## src/rtl/dcache_refill_engine_pkg.sv

```systemverilog
// Shared D$ refill types: memory op codes, refill FSM states, wide cache-RAM write record.
package dcache_refill_engine_pkg;

    localparam int NTHREADIDMSB = 3;
    localparam int DRAM_BEAT_W  = 128;
    localparam int LINE_W       = 2 * DRAM_BEAT_W;

    typedef enum logic [1:0] {
        DCACHE_LD  = 2'd0,
        DCACHE_WB  = 2'd1,
        DMMU_WALK  = 2'd2,
        DTLB_WRITE = 2'd3
    } dmem_op_type;

    typedef enum logic [2:0] {
        IDLE, CMD, WBEAT0, WBEAT1, RBEAT0, RBEAT1, FILL, DONE
    } refill_state_t;

    typedef struct packed {
        logic [23:0] tag;
        logic        valid;
        logic        dirty;
        logic        parity;
    } cache_tag_type;

    typedef struct packed {
        logic [31:0] D;
    } cache_ecc_type;

    typedef struct packed {
        logic [NTHREADIDMSB:0] tid;
        logic [2:0]            index;
        cache_tag_type         tag;
        logic                  we_tag;
        logic [3:0]            we_data;
        logic [LINE_W-1:0]     data;
        cache_ecc_type         ecc_parity;
        logic                  ecc_error;
    } cache_ram_write_wide_in_type;

    // Only line loads and writebacks touch DRAM; everything else is rejected.
    function automatic logic is_mem_op(input dmem_op_type op);
        return (op == DCACHE_LD) || (op == DCACHE_WB);
    endfunction

endpackage

```

## src/rtl/dcache_line_parity.sv

```systemverilog
// Even parity per byte of a 256-bit cache line (bit i covers byte i).
module dcache_line_parity
    import dcache_refill_engine_pkg::*;
(
    input  logic [LINE_W-1:0] line,
    output logic [31:0]       parity
);

    always_comb begin
        parity = '0;
        for (int i = 0; i < 32; i++) begin
            parity[i] = ^line[i*8 +: 8];
        end
    end

endmodule

```

## src/rtl/dcache_refill_engine.sv

```systemverilog
// D$ line refill / writeback engine: one request at a time, two 128-bit DRAM beats per line.
// Define DCACHE_REFILL_PARITY_EN to emit byte and tag parity with the FILL write.
module dcache_refill_engine
    import dcache_refill_engine_pkg::*;
(
    input  logic                        gclk,
    input  logic                        rstn,
    input  logic                        req_valid,
    output logic                        req_ready,
    input  dmem_op_type                 req_op,
    input  logic [NTHREADIDMSB:0]       req_tid,
    input  logic [26:0]                 req_addr,
    input  logic [LINE_W-1:0]           req_wbdata,
    output logic                        mem_cmd_valid,
    input  logic                        mem_cmd_ready,
    output logic                        mem_cmd_we,
    output logic [26:0]                 mem_cmd_addr,
    output logic [DRAM_BEAT_W-1:0]      mem_wdata,
    output logic                        mem_wdata_valid,
    input  logic                        mem_wdata_ready,
    input  logic [DRAM_BEAT_W-1:0]      mem_rdata,
    input  logic                        mem_rdata_valid,
    output cache_ram_write_wide_in_type cram_out,
    output logic                        cram_we,
    output logic                        done_valid,
    output logic [NTHREADIDMSB:0]       done_tid,
    output logic                        done_err
);

`ifdef DCACHE_REFILL_PARITY_EN
    localparam logic PARITY_EN = 1'b1;
`else
    localparam logic PARITY_EN = 1'b0;
`endif

    refill_state_t         state, state_nxt;
    dmem_op_type           op_q;
    logic [NTHREADIDMSB:0] tid_q;
    logic [26:0]           addr_q;
    logic [LINE_W-1:0]     wbdata_q;
    logic [LINE_W-1:0]     line_q;
    logic [31:0]           line_par;
    logic                  req_fire;

    assign req_fire = req_valid && rstn && (state == IDLE);

    dcache_line_parity u_line_parity (
        .line   (line_q),
        .parity (line_par)
    );

    always_ff @(posedge gclk or negedge rstn) begin
        if (!rstn) begin
            state <= IDLE;
        end else begin
            state <= state_nxt;
        end
    end

    // Request and line buffers carry no reset; they are only read in states entered after a capture.
    always_ff @(posedge gclk) begin
        if (req_fire) begin
            op_q     <= req_op;
            tid_q    <= req_tid;
            addr_q   <= req_addr;
            wbdata_q <= req_wbdata;
        end
        if (state == RBEAT0 && mem_rdata_valid) begin
            line_q[DRAM_BEAT_W-1:0] <= mem_rdata;
        end
        if (state == RBEAT1 && mem_rdata_valid) begin
            line_q[LINE_W-1:DRAM_BEAT_W] <= mem_rdata;
        end
    end

    always_comb begin
        state_nxt       = state;
        req_ready       = 1'b0;
        mem_cmd_valid   = 1'b0;
        mem_cmd_we      = 1'b0;
        mem_cmd_addr    = '0;
        mem_wdata       = '0;
        mem_wdata_valid = 1'b0;
        cram_we         = 1'b0;
        cram_out        = '0;
        done_valid      = 1'b0;
        done_tid        = '0;
        done_err        = 1'b0;
        unique case (state)
            IDLE: begin
                req_ready = rstn;
                if (req_fire) begin
                    if (is_mem_op(req_op)) state_nxt = CMD;
                    else                   state_nxt = DONE;
                end
            end
            CMD: begin
                mem_cmd_valid = 1'b1;
                mem_cmd_we    = (op_q == DCACHE_WB);
                mem_cmd_addr  = addr_q;
                if (mem_cmd_ready) begin
                    if (op_q == DCACHE_WB) state_nxt = WBEAT0;
                    else                   state_nxt = RBEAT0;
                end
            end
            WBEAT0: begin
                mem_wdata_valid = 1'b1;
                mem_wdata       = wbdata_q[DRAM_BEAT_W-1:0];
                if (mem_wdata_ready) state_nxt = WBEAT1;
            end
            WBEAT1: begin
                mem_wdata_valid = 1'b1;
                mem_wdata       = wbdata_q[LINE_W-1:DRAM_BEAT_W];
                if (mem_wdata_ready) state_nxt = DONE;
            end
            RBEAT0: begin
                if (mem_rdata_valid) state_nxt = RBEAT1;
            end
            RBEAT1: begin
                if (mem_rdata_valid) state_nxt = FILL;
            end
            FILL: begin
                cram_we                 = 1'b1;
                cram_out.tid            = tid_q;
                cram_out.index          = addr_q[2:0];
                cram_out.tag.tag        = addr_q[26:3];
                cram_out.tag.valid      = 1'b1;
                cram_out.tag.dirty      = 1'b0;
                cram_out.tag.parity     = PARITY_EN & (^addr_q[26:3]);
                cram_out.we_tag         = 1'b1;
                cram_out.we_data        = 4'b1111;
                cram_out.data           = line_q;
                cram_out.ecc_parity.D   = PARITY_EN ? line_par : 32'd0;
                cram_out.ecc_error      = 1'b0;
                state_nxt               = DONE;
            end
            DONE: begin
                done_valid = 1'b1;
                done_tid   = tid_q;
                done_err   = !is_mem_op(op_q);
                state_nxt  = IDLE;
            end
            default: state_nxt = IDLE;
        endcase
    end

endmodule

```

## config.mk

```make
export PLATFORM = sky130hd
export DESIGN_NAME = dcache_refill_engine
export DESIGN_NICKNAME = d
export VERILOG_FILES = /design/src/rtl/dcache_refill_engine_pkg.sv /design/src/rtl/dcache_line_parity.sv /design/src/rtl/dcache_refill_engine.sv
export SDC_FILE = /design/constraint.sdc
export NUM_CORES = 1
export LEC_CHECK = 0
export ABC_AREA = 1
export ABC_CLOCK_PERIOD_IN_PS = 21800
export CORE_AREA = 2 2 360 362
export CTS_CLUSTER_SIZE = 25
export DETAILED_ROUTE_END_ITERATION = 12
export DIE_AREA = 0 0 362 364
export PLACE_DENSITY = 0.39
export SYNTH_ARGS = -nofsm -noshare
export SYNTH_HDL_FRONTEND = slang
export SYNTH_SLANG_ARGS = --single-unit
```

## constraint.sdc

```tcl
create_clock -name gclk -period 21.8 [get_ports gclk]
set_clock_uncertainty 0.15 [all_clocks]
set_input_delay 3.27 -clock gclk [delete_from_list [all_inputs] [get_ports gclk]]
set_output_delay 3.27 -clock gclk [all_outputs]
set_load 0.1 [all_outputs]
```

After elaboration in Yosys (flattened, before gate mapping)
Index checks and enable logic that the tools add are counted.
- register bits after elaboration: 548
- eq/ne operators: 15
- mux-type cells: 20
- reductions and logical operators: 12
- operator list (kind ; number):
    $mux 328 ; 1
    $pmux 128 s2 ; 1
    $mux 27 ; 1
    $mux 3 ; 8
    $pmux 3 s8 ; 1
    $eq 3x3->1 const B ; 4
    $ne 2x2->1 const B ; 6
    $mux 1 ; 7
    $eq 3x2->1 const B ; 2
    $reduce_and 6->1 ; 1
    $eq 2x1->1 const B ; 2
    $logic_and 1x1->1 ; 4
    $logic_not 2->1 ; 2
    $mux 4 ; 1
    $eq 3x1->1 const B ; 1
    $logic_not 3->1 ; 1
    $logic_or 1x1->1 ; 2
    $reduce_or 2->1 ; 1
    $logic_not 1->1 ; 1

Logic depth before layout (Yosys ltp)
- word-level depth: 5
- mapped depth: 7
- gate-level depth less buffers: 7

Worst setup path after synthesis
No wires, ideal clock.
- path type: input -> register
- from: input port mem_rdata_valid
- to: register line_q[128], enable pin
- required time: 20721 ps
- setup slack: 5384 ps
- stages: 2
- library setup time: 929 ps
- path buffers: 0
- arrival: 15337 ps
- path through: inv_1 nor4_1
- longest elaborated chain between the ends: 1
- ends and longest elaborated chain (element ; line ; RTL):
    start, declared ; dcache_refill_engine.sv:22 ; input logic mem_rdata_valid,
    $logic_and 1x1->1 ; dcache_refill_engine.sv:71 ; if (state == RBEAT1 && mem_rdata_valid) begin
    end signal, assigned by index ; dcache_refill_engine.sv:69 ; line_q[DRAM_BEAT_W-1:0] <= mem_rdata;
    end signal, assigned by index ; dcache_refill_engine.sv:72 ; line_q[LINE_W-1:DRAM_BEAT_W] <= mem_rdata;
    end, declared ; dcache_refill_engine.sv:41 ; logic [LINE_W-1:0] line_q;
No other way between the ends.
A chain may end at the register's enable or synchronous reset.

==> summary.md <==
| Metric | Value |
|---|---|
| Unrepaired setup endpoints after global routing | `false` |
| Die footprint | `about 0.13 mm²` |
| Post-synthesis register bit count | `around 550` |
| Cell family with most CP delay | `buffers and inverters` |
| Vias in the first global route | `~16k` |
| Initial core utilization | `around 17%` |
| WP data arrival | `about 5.5 ns` |
| CTS Buffer Depth | `3` |
| Synth area leaders | `edfxtp_1 (76%), nand3_1 (6.1%), nor2_1 (5.7%)` |
| Net Switching | `approximately 2.5 mW` |
| Worst Path Max Fanout | `about 120` |
| Mapped Area | `0.0214 mm²` |
| Status | `finished, final reports clean` |
| Htree depth | `3` |
| Total clock buffers created by CTS | `between 70 and 80` |
| Initial antenna violation count | `46` |
| Top Metal Used | `met5` |
| Routed len/inst | `21.3 µm` |
| Buffers added on ports | `just under 900` |
| Synth top area share | `approximately 76%` |
| Cell Chain, Critical Path | `inv_6, nor3_2, inv_8, buf_4, buf_4, nor2_1, clkdlybuf4s50_1` |
| Insertion delay to the later sink of the worst-skew pair | `0.64 ns` |
| Most frequent cells after synthesis | `edfxtp_1 (545), nor2_1 (327), inv_1 (295)` |
| P_int | `approximately 2.5 mW` |
| Die W | `~360 µm` |
| CP Launch Type | `flop` |
| First-pass GRT wire length | `between 100 and 150 mm` |
| Hold Vio Cnt, Final | `0` |
| Detailed-route wire length | `between 90 and 100 mm` |
| Remaining antenna violation count after routing | `0` |
| Dominant synthesized flop cell | `edfxtp_1` |
| P_leak | `13.0 nW` |
| Post-DP HPWL | `roughly 68 mm` |
| WP data required | `18.38 ns` |
| Placed cells | `between 4k and 5k` |
| Hold Startpoint | `state[2]$_DFFE_PN0P_` |
| Router iterations before antenna repair | `5` |
| Non-filler cells, final | `~4.3k` |
| Critical Path Most Common Cell | `buf_4` |
| Count leader, synth | `edfxtp_1` |
| Worst Tran Pin Value | `around 1.2 ns` |
| Normalized max-slew margin | `between 20% and 30%` |
| Post-layout min period | `around 9.0 ns` |
| M1 WL | `between 30 and 40 mm` |
| Reg2reg end | `wbdata_q[134]$_DFFE_PP_` |
| IO Pins | `917` |
| CTS clk-pin slew, worst paths | `about 0.05 ns` |
| Reg2reg start | `state[2]$_DFFE_PN0P_` |
| Row count | `around 130` |
| Routability cong. | `approximately 0.77` |
| Hold depth | `2` |
| R2r setup slk | `16.87 ns` |
| Number of DRC markers in iteration 0 | `slightly above 800` |
| Post-CTS resize count | `0` |
| Fill cells | `13.5k` |
| TritonCTS clock tree | `built` |
| Critical path capture point type | `primary output` |
| Vias/cell | `around 3.6` |
| Core Area | `roughly 0.13 mm²` |
| Setup bufs post-CTS | `0` |
| Setup total negative slack | `0 ns` |
| Max-Cap Viols | `0` |
| Hold EP | `state[2]$_DFFE_PN0P_` |
| CP Class | `reg2out` |
| Area Overhead vs Synth | `60.0%` |
| Via count | `approximately 16k` |
| Seq/Total Area, Yosys | `between 70% and 80%` |
| Met3 wire length | `roughly 9.1 mm` |
| Hold_buf cts | `0` |
| Pins Over Slew Limit | `0` |
| Clock Tree Root | `clkbuf_16` |
| Post-synth cell types | `17` |
| Worst Hold Class | `reg2reg` |
| Fmax | `around 0.11 GHz` |
| Slowest Stage Delay on Critical Path | `1.00 ns` |
| Fin crit share | `41.1%` |
| Post-synth EDFFs | `545` |
| Slowest cell on crit path | `clkdlybuf4s50_1` |
| FFs w/ async S/R, synth | `less than 1%` |
| Mapped Cells | `1724` |
| Seq pwr share | `26.6%` |
| VDD IR-drop max | `about 0.074 mV` |
| Total Routing Usage GR | `between 10% and 20%` |
| Syn Area/Cell | `12.4 µm²` |
| Largest net degree at the start of global routing | `around 150` |
| Share of layout cells above drive strength 1 | `under 10%` |
| Reg2Reg Depth | `6` |
| NumNets Final | `roughly 3k` |
| Clk pwr share | `a little under a quarter` |
| WP buf/inv | `5` |
| Synth Warn # | `0` |
| Met2 WL post-DR | `between 40 and 50 mm` |
| Finish-stage setup viols | `0` |
| Die Y | `364 µm` |
| DRC | `0` |
| PD cells | `146 mW/mm²` |
| Comb power frac | `49.6%` |
| Net Sw Frac | `50.5%` |
| Gr ovfl total | `0` |
| # clock sinks | `548` |
| Largest area contributor in the netlist | `edfxtp_1` |
final cells by class:
type	instances	area [µm²]	share of cell area, %
clock buffers	90	1950	5.70
diodes	6	15.0	0.0438
repair buffers	899	8940	26.1
inverters	300	1140	3.34
multi-input cells	778	3300	9.63
clock inverters	42	388	1.13
flip-flops and latches	548	16400	48.0
well taps	1675	2100	6.11
metrics by stage:
stage                     power, mW  cell area [µm²]  worst slack [ns]  hold slack, ns  utilization, %
after floorplan                3.23            21600              5.38           0.438               -
after global placement         3.87            31900             13.12           0.594            24.9
after detailed placement       3.87            31900             13.14           0.590            24.9
after CTS                      5.10            34300             12.62           0.599            26.7
after global routing           5.21            34300             12.36           0.639            26.7
final                          5.00            34300             12.85           0.590            26.7
routing by layer:
layer	vias to the layer above	global-route usage, %
met5	-	0
met3	153	5.65
met2	711	23.5
li1	7378	-
met4	10	4.11
met1	7349	14.9
tightest hold or removal path, delay by kind of cell, from the launching register on:
family,cells,cell delay (ns)
flops,1,0.46
simple gates,2,0.25
flip-flops by register name, indices dropped and copies added, names as in the netlist:
signal,cells
line_q,256
wbdata_q,256
addr_q,27
tid_q,4
state,3
op_q,2
kinds of logic after synthesis:
kind of cell / Yosys count / share of synthesized area (%)
buf+inv: 432 / 8.60
compound gates: 1 / 0.0351
simple gates: 742 / 14.6
flops: 548 / 76.7
other cells: 1 / 0.0175
power by group through the flow:
stage,Clock (mW),Combinational [mW],Sequential [mW]
3_3_place_gp,0,2.52,1.35
6_report,1.19,2.48,1.33
3_5_place_dp,0,2.51,1.35
4_1_cts,1.24,2.52,1.33
2_1_floorplan,0,1.83,1.40
5_1_grt,1.28,2.58,1.34
worst max path at each step:
stage,from,cells past startpoint,slack [ns],endpoint
detailed placement,rstn,4,13.14,req_ready
floorplan,mem_rdata_valid,2,5.38,line_q[128]$_DFFE_PP_
global placement,rstn,4,13.12,req_ready
global route,state[2]$_DFFE_PN0P_,7,12.36,cram_out[250]
CTS,state[2]$_DFFE_PN0P_,7,12.62,cram_out[147]
finish,state[2]$_DFFE_PN0P_,7,12.85,cram_out[147]
placed cells by master, fill, tap and decap left out, types with 7 or more instances in the layout:
cell type | netlist | final
clkdlybuf4s50_1 | 0 | 871
edfxtp_1 | 545 | 545
nor2_1 | 327 | 325
inv_1 | 295 | 294
nand3_1 | 262 | 262
nand2_1 | 148 | 147
clkbuf_16 | 0 | 76
conb_1 | 1 | 35
buf_4 | 41 | 27
clkinv_1 | 0 | 18
clkbuf_1 | 31 | 14
clkinv_2 | 0 | 12
bufinv_16 | 0 | 7
Note: power is estimated with default switching activity, not from simulation.
